==> config.mk <==
export PLATFORM = sky130hd
export DESIGN_NAME = adc_avg_bcd
export DESIGN_NICKNAME = d
export VERILOG_FILES = /design/src/rtl/adc_avg_bcd.sv
export SDC_FILE = /design/constraint.sdc
export NUM_CORES = 1
export LEC_CHECK = 0
export ABC_AREA = 1
export ABC_CLOCK_PERIOD_IN_PS = 2200
export CELL_PAD_IN_SITES_DETAIL_PLACEMENT = 0
export CELL_PAD_IN_SITES_GLOBAL_PLACEMENT = 1
export CORE_MARGIN = 5
export CORE_UTILIZATION = 30
export DETAILED_ROUTE_END_ITERATION = 16
export HOLD_SLACK_MARGIN = 0.12
export PLACE_DENSITY = 0.64
export SLEW_MARGIN = 20
export SYNTH_ARGS = -nofsm -noshare
export SYNTH_HDL_FRONTEND = slang
export SYNTH_SLANG_ARGS = --single-unit
==> constraint.sdc <==
create_clock -name clk -period 2.2 [get_ports clk]
set_clock_uncertainty 0.05 [all_clocks]
set_input_delay 0.44 -clock clk [delete_from_list [all_inputs] [get_ports clk]]
set_output_delay 0.44 -clock clk [all_outputs]
set_load 0.01 [all_outputs]
==> src/rtl/adc_avg_bcd.sv <==
// Block-averages 2^AVG_LOG2 ADC samples of the selected channel and converts the
// average to four packed BCD digits with a sequential shift-add-3 engine.
module adc_avg_bcd #(
  parameter int unsigned AVG_LOG2 = 3
) (
  input  logic        clk,
  input  logic        reset,
  input  logic        result_valid,
  input  logic [11:0] result,
  input  logic [2:0]  chan,
  output logic [15:0] bcd,
  output logic        bcd_valid,
  output logic        busy
);

  localparam int unsigned AccW = 12 + AVG_LOG2;
  localparam int unsigned CntW = AVG_LOG2 + 1;
  localparam logic [CntW-1:0] CntLast = CntW'((1 << AVG_LOG2) - 1);

  typedef enum logic [0:0] {StIdle, StConvert} state_e;

  state_e          state_q, state_d;
  logic [AccW-1:0] acc_q, acc_d, sum;
  logic [CntW-1:0] cnt_q, cnt_d;
  logic            discard_q, discard_d;
  logic [2:0]      chan_q, chan_d;
  logic [27:0]     sr_q, sr_d, sr_adj, sr_shift;
  logic [3:0]      iter_q, iter_d;
  logic [15:0]     bcd_q, bcd_d;
  logic            bcd_valid_q, bcd_valid_d;
  logic            handoff;
  logic [11:0]     avg;

  // Sum cannot overflow: 2^AVG_LOG2 * 4095 < 2^(12+AVG_LOG2).
  assign sum = acc_q + AccW'(result);
  assign avg = sum[AccW-1:AVG_LOG2];

  always_comb begin
    sr_adj = sr_q;
    for (int i = 0; i < 4; i++) begin
      if (sr_q[12+4*i +: 4] >= 4'd5) begin
        sr_adj[12+4*i +: 4] = sr_q[12+4*i +: 4] + 4'd3;
      end
    end
  end

  assign sr_shift = sr_adj << 1;

  always_comb begin
    state_d     = state_q;
    acc_d       = acc_q;
    cnt_d       = cnt_q;
    discard_d   = discard_q;
    chan_d      = chan_q;
    sr_d        = sr_q;
    iter_d      = iter_q;
    bcd_d       = bcd_q;
    bcd_valid_d = 1'b0;
    handoff     = 1'b0;

    if (chan != chan_q) begin
      // Channel switch restarts averaging and aborts any conversion; bcd is held.
      chan_d    = chan;
      acc_d     = '0;
      cnt_d     = '0;
      discard_d = 1'b1;
      state_d   = StIdle;
    end else begin
      if (result_valid) begin
        if (discard_q) begin
          discard_d = 1'b0;
        end else if (cnt_q == CntLast) begin
          acc_d   = '0;
          cnt_d   = '0;
          handoff = 1'b1;
        end else begin
          acc_d = sum;
          cnt_d = cnt_q + CntW'(1);
        end
      end

      unique case (state_q)
        StIdle: begin
          if (handoff) begin
            state_d = StConvert;
            sr_d    = {16'h0000, avg};
            iter_d  = 4'd0;
          end
        end
        StConvert: begin
          sr_d   = sr_shift;
          iter_d = iter_q + 4'd1;
          if (iter_q == 4'd11) begin
            bcd_d       = sr_shift[27:12];
            bcd_valid_d = 1'b1;
            state_d     = StIdle;
          end
        end
        default: state_d = StIdle;
      endcase
    end
  end

  always_ff @(posedge clk) begin
    if (reset) begin
      state_q     <= StIdle;
      acc_q       <= '0;
      cnt_q       <= '0;
      discard_q   <= 1'b1;
      chan_q      <= chan;
      sr_q        <= '0;
      iter_q      <= '0;
      bcd_q       <= '0;
      bcd_valid_q <= 1'b0;
    end else begin
      state_q     <= state_d;
      acc_q       <= acc_d;
      cnt_q       <= cnt_d;
      discard_q   <= discard_d;
      chan_q      <= chan_d;
      sr_q        <= sr_d;
      iter_q      <= iter_d;
      bcd_q       <= bcd_d;
      bcd_valid_q <= bcd_valid_d;
    end
  end

  assign bcd       = bcd_q;
  assign bcd_valid = bcd_valid_q;
  assign busy      = (state_q == StConvert);

endmodule

==> impl_metrics.yaml, run 1 <==
clock_network:
  numClockSinks: 73
  total_number_of_h_tree_levels: 3
  cts_root_buf: "sky130_fd_sc_hd__clkbuf_16"
  clock_latency_ns: 0.34
  cts-resized-gates: 0
  buffer_depth_of_the_longest_clock_path: 2
  cts_tree: "yes"
  cts-buffers-inserted: 9
  postCtsSetupRepairBufs: 0
  cts.hold.buffers_added: 0
  clock_edge_transition_at_the_registers_on_the_reported_setup_and_hold_paths_ns: 0.05
sta:
  timing_worst_slew_pin_value_ns: 0.4035
  worst_slack_ns: 0.2318
  fin_crit_ns: 1.968
  timing.slew.headroom: 0.7310
  tns_ns: 0
  hold_violations: 0
  report.final.setup_viol: 0
  final_number_of_max_transition_violations: 0
  rsz0062_at_grt: "false"
  fmaxAchievable_mhz: 508.1
  final_min_period_over_clock_period: 0.8946
synth:
  postSynthCellCount: 567
  syn_nets: 608
  yosysWarningCount: 0
  synthDistinctLibCells: 32
  yosys_register_bits: 73
  mappedNetlistArea_sq_um: 3975
  yosysSeqAreaShare: 0.3752
  post_synthesis_average_cell_area_sq_um: 7.011
power:
  ir_worst_vdd_uv: 368.6
  power.density_cell_area_nw_per_um2: 585.2
  static-leakage-power_uw: 0.002144
status:
  outcome: "complete, no violations"
grt:
  antenna_found_initial: 0
  met3_usage: 0.02047
  grt_util_met1: 0.1648
  grt_pass1_wl_microns: 16080
  grt_pass1_vias: 3399
  grt.met2_usage: 0.1996
  groute.usage.overall: 0.1248
  global_route.overflow_total: 0
  grt_start_max_net_pins: 38
  grt_most_used_layer: "met2"
detailed_routing:
  routedWlPerCell_microns: 11.87
  route.vias.total: 3614
  dr_iter_0_viols: 199
  drt-total-wl_microns: 9470
  remaining_drc_errors: 0
  route.detailed.vias_per_inst: 4.529
  drt_pass1_iterations: 5
  postRouteAntennaNets: 0
job:
  drv.max_cap_violation_count: 0
placed_design:
  port_buffers: 35
  place.gp.congestion: 0.8282
  dp_cells: 783
  pre_cts_slack_ns: -0.2007
  detailedPlacementHpwl_microns: 6955
worst_setup_path:
  cp-start-kind: "input pin"
  worstPathArrival_ns: 2.18
  reg2reg_depth: 11
  setup.worst_path.class: "input pin to flop"
  worst-endpoint-required_ns: 2.41
  r2r_start: "acc_q[0]"
  timing.rr.end: "sr_q[7]"
  cp_max_fo: 3
  worst_setup_slack_for_register_to_register_paths_ns: 0.45
  cp-end-kind: "flop"
finish:
  area.growth.synth_to_final_pct: 23.54
  finalNonFillerCells: 798
  final_core_utilization: 0.3738
  final_net_count: 659
  post_route_cells_drive_above_1_share: 0.09003
  insertedDiodeCount: 0
floorplanning:
  fp.coreArea_sq_um: 13140
  dieHeight_microns: 125.1
  die_width_microns: 125.1
  die-area_sq_um: 15650
  initial_utilization: 0.3026
  pin_count: 36
  row_count: 42
hold_path:
  hold-path-cell-count: 2
  worstHoldPathType: "flop to flop"
  worst_hold_path.endpoint: "bcd[11]"
  hp-start: "bcd[11]"
power by group:
group | total (uW) | internal, uW | switching [uW]
sequential | 1340 | 1340 | 2.49
combinational | 150 | 67.5 | 82.2
clock | 1380 | 843 | 542
total | 2870 | 2250 | 627
worst max-delay path, stage by stage:
cell	delay (ns)
sky130_fd_sc_hd__clkdlybuf4s50_1	0.40
sky130_fd_sc_hd__ha_1	0.23
sky130_fd_sc_hd__fa_2	0.36
sky130_fd_sc_hd__nand2_2	0.09
sky130_fd_sc_hd__nand2_1	0.06
sky130_fd_sc_hd__nand3_1	0.07
sky130_fd_sc_hd__nand2_1	0.10
sky130_fd_sc_hd__nand2_1	0.09
sky130_fd_sc_hd__nand2_1	0.06
sky130_fd_sc_hd__nand2_1	0.08
sky130_fd_sc_hd__nand3_1	0.08
sky130_fd_sc_hd__a21boi_1	0.12
per-stage QoR:
step	hold slack, ns	total power (uW)	area, sq um
4_1_cts	0.4103	2935	4906
3_5_place_dp	0.4027	1519	4624
6_report	0.4079	2874	4911
5_1_grt	0.4230	2990	4911
3_3_place_gp	0.3991	1519	4624
2_1_floorplan	0.3938	1445	3975
final cells by class:
cell class | instances | area [sq um]
Timing Repair Buffer | 60 | 550.5
Multi-Input combinational cell | 414 | 2142
Tap cell | 176 | 220.2
Clock inverter | 3 | 15.01
Clock buffer | 12 | 266.5
Inverter | 60 | 225.2
Sequential cell | 73 | 1491
Fill cell | 1407 | 8227
Yosys cell counts, drive strengths merged:
master,instances,area [sq um]
clkbuf,7,26.28
nand4,2,12.51
dfxtp,70,1401
xnor2,2,17.52
o21ai,9,45.04
nor3,1,5.000
nor2,28,131.4
fa,1,20.02
nand3b,2,15.01
edfxtp,3,90.09
nand2,179,684.4
ha,22,275.3
a22oi,1,7.510
buf,13,95.08
or2,5,31.28
inv,60,225.2
a21boi,4,30.03
nand3,42,215.2
xor2,16,140.1
o211ai,1,7.510
a21oi,99,499.2
state kept, by name, indices dropped and copies added (netlist names), 3 cells and up:
signal  count
acc_q      15
bcd        16
chan_q      3
cnt_q       4
iter_q      4
sr_q       28
worst max path at each step:
stage                     startpoint         to  slack [ns]  cells past startpoint
after floorplan            result[0]   sr_q[11]        0.39                     11
after global placement     result[0]   sr_q[11]       -0.17                     12
after detailed placement   result[0]  acc_q[10]       -0.20                     12
after CTS                  result[0]  acc_q[10]        0.15                     12
after global routing       result[0]    sr_q[7]        0.06                     12
final                      result[0]    sr_q[7]        0.23                     12
cells in the final DEF, fill, tap and decap left out, types with 9 or more instances in the layout:
master | synthesis | layout
sky130_fd_sc_hd__clkbuf_16 | 0 | 9
sky130_fd_sc_hd__nand3_1 | 41 | 41
sky130_fd_sc_hd__inv_1 | 57 | 57
sky130_fd_sc_hd__buf_4 | 2 | 24
sky130_fd_sc_hd__dfxtp_1 | 70 | 70
sky130_fd_sc_hd__nand2_1 | 176 | 175
sky130_fd_sc_hd__a21oi_1 | 98 | 98
sky130_fd_sc_hd__clkdlybuf4s50_1 | 0 | 35
sky130_fd_sc_hd__nor2_1 | 23 | 23
sky130_fd_sc_hd__o21ai_0 | 9 | 9
sky130_fd_sc_hd__xor2_1 | 16 | 16
sky130_fd_sc_hd__ha_1 | 22 | 22
layer usage:
layer	up-vias	part of all wire
met5	-	0
met4	0	0.023
met3	14	0.026
met2	44	0.45
met1	1626	0.50
li1	1930	-
cells by family (layout without fill, tap and decap cells):
family,Yosys count,count (layout),synth area share
flip-flops,73,73,0.3752
AO/OA/AOI/OAI,114,114,0.1483
adder cells (fa/ha/maj),23,23,0.07428
AND/OR/NAND/NOR,259,259,0.2754
XOR/XNOR,18,18,0.03966
buffers and inverters,80,135,0.08719
(Power assumes the default switching activity.)
==> run 2, diff against run 1 <==
HOLD_SLACK_MARGIN = 0.08   (was 0.12)
PLACE_DENSITY = 0.6   (was 0.64)
==> run 2 against run 1 <==
Effect of this change:
- critical endpoint is now sr_q[3]
- first-iteration DRC count down 12%
- power down 1.2%
- die area unchanged
- critical path depth down 2
- largest power group unchanged
- register-to-register slack worse by 0.02 ns
- critical path type unchanged
- worst setup slack worse by 0.040 ns
- combinational power about the same
- fmax down 2.0%
- sequential power about the same
- via count down 0.58%
- sequential cell count unchanged
==> impl_metrics.yaml, run 2 (synthesis results as in run 1) <==
grt:
  grt_pass1_wl_microns: 16810
  global_route.overflow_total: 0
  antenna_found_initial: 0
  grt_start_max_net_pins: 38
  groute.usage.overall: 0.1308
  grt_pass1_vias: 3652
worst_setup_path:
  cp-start-kind: "input pin"
  worstPathArrival_ns: 2.23
  ordered_list_of_cells_on_the_worst_path: "clkdlybuf4s50_1 > ha_1 > fa_1 > nand2_2 > nand2_1 > nand3_1 > nand2_2 > xor2_1 > nand2_1 > a21oi_1"
  worst-endpoint-required_ns: 2.43
  worstPathBufferInverterCount: 1
  critPathMaxStageDelay_ns: 0.42
  setup.worst_path.class: "input pin to flop"
  cp-end-kind: "flop"
  cp_max_fo: 3
  worst_path_dominant_cell_family: "adder cells"
  critical_path.slowest_cell: "sky130_fd_sc_hd__clkdlybuf4s50_1"
  worst_setup_slack_for_register_to_register_paths_ns: 0.43
sta:
  fmaxAchievable_mhz: 497.8
  fin_crit_ns: 2.009
  final_number_of_max_transition_violations: 0
  hold_violations: 0
  tns_ns: 0
  final_min_period_over_clock_period: 0.9130
  report.final.setup_viol: 0
  timing.slew.headroom: 0.7293
  whs_ns: 0.4097
  timing_worst_slew_pin_value_ns: 0.4060
power:
  fin_total_pwr_uw: 2840
  ir_worst_vdd_uv: 273.2
  power.density_cell_area_nw_per_um2: 580.8
  static-leakage-power_uw: 0.002105
finish:
  area_of_combinational_cells_with_multiple_inputs_sq_um: 2145
  area.growth.synth_to_final_pct: 23.01
  post_route_cells_drive_above_1_share: 0.08117
  top_register: "sr_q"
  mostFrequentLayoutCell: "sky130_fd_sc_hd__nand2_1"
  layout.area.seq_sq_um: 1491
  largest_register_ffs: 28
  layout.cell_area.non_filler_sq_um: 4890
  layout_common_cells: "sky130_fd_sc_hd__nand2_1 (173), sky130_fd_sc_hd__a21oi_1 (98), sky130_fd_sc_hd__dfxtp_1 (70)"
  insertedDiodeCount: 0
  final_net_count: 652
  n_fill_cell: 1435
detailed_routing:
  route.detailed.vias_per_inst: 4.537
  drt-total-wl_microns: 9737
  highest_layer: "met4"
  route.layer.met1.wl_microns: 4776
  dr_iter_0_viols: 176
  dr_wl_met3_microns: 305
  routedWlPerCell_microns: 12.29
  route.vias.total: 3593
  postRouteAntennaNets: 0
  met2_wirelength_microns: 4428
  drt_pass1_iterations: 4
  remaining_drc_errors: 0
placed_design:
  port_buffers: 35
  detailedPlacementHpwl_microns: 7061
  place.gp.congestion: 0.7793
  detailed_place.area_sq_um: 4609
status:
  outcome: "complete, no violations"
job:
  drv.max_cap_violation_count: 0
clock_network:
  postCtsSetupRepairBufs: 0
  cts-buffers-inserted: 9
  clock_edge_transition_at_the_registers_on_the_reported_setup_and_hold_paths_ns: 0.06
  cts_tree: "yes"
  buffer_depth_of_the_longest_clock_path: 2
  cts_root_buf: "sky130_fd_sc_hd__clkbuf_16"
  numClockSinks: 73
  clock_latency_ns: 0.34
  total_number_of_h_tree_levels: 3
floorplanning:
  dieHeight_microns: 125.1
  pin_count: 36
  die-area_sq_um: 15650
  die_width_microns: 125.1
  initial_utilization: 0.3026
  fp.coreArea_sq_um: 13140
  row_count: 42
hold_path:
  worstHoldPathType: "flop to flop"
## run 2: final cells by class
type | count | share of cell area
repair buffers | 53 | 0.1095
flip-flops and latches | 73 | 0.3050
inverters | 60 | 0.04606
well taps | 176 | 0.04504
clock inverters | 6 | 0.008956
clock buffers | 10 | 0.04683
multi-input cells | 414 | 0.4386
## run 2: per-stage QoR
stage	worst slack, ns	std cells	utilization
floorplan	0.3938	567	-
global placement	-0.1863	776	0.3509
detailed placement	-0.2288	776	0.3509
CTS	0.1229	792	0.3716
global route	-0.009641	792	0.3722
finish	0.1913	792	0.3722
## run 2: tightest hold or removal path: cells and delay by family, from the launching register on
family           cells  cell delay [ns]
AO/OA/AOI/OAI        1             0.05
flip-flops           1             0.31
AND/OR/NAND/NOR      1             0.06
## run 2: metal layers
layer / track usage / vias to the layer above
li1: - / 1916
met1: 0.1588 / 1614
met2: 0.2180 / 47
met3: 0.03454 / 16
met4: 0.05804 / 0
met5: 0 / -
## run 2: power by group
group / internal [uW] / total (uW) / switching [uW]
clock: 764 / 1350 / 589
sequential: 1340 / 1340 / 2.36
combinational: 66.0 / 148 / 82.0
## run 2: path summary, 6_finish.rpt
| kind | endpoint | cells past startpoint | start |
|---|---|---|---|
| max reg2reg | sr_q[3] | 9 | acc_q[0] |
| max | sr_q[3] | 10 | result[0] |
| min reg2reg | bcd[13] | 2 | bcd[13] |
| min | bcd[13] | 2 | bcd[13] |
## run 2: repair_timing
action / CTS / global route
resized for setup: 0 / 3
setup endpoints to repair: 0 / 4
hold buffers: 0 / 0
hold endpoints to repair: 0 / 0
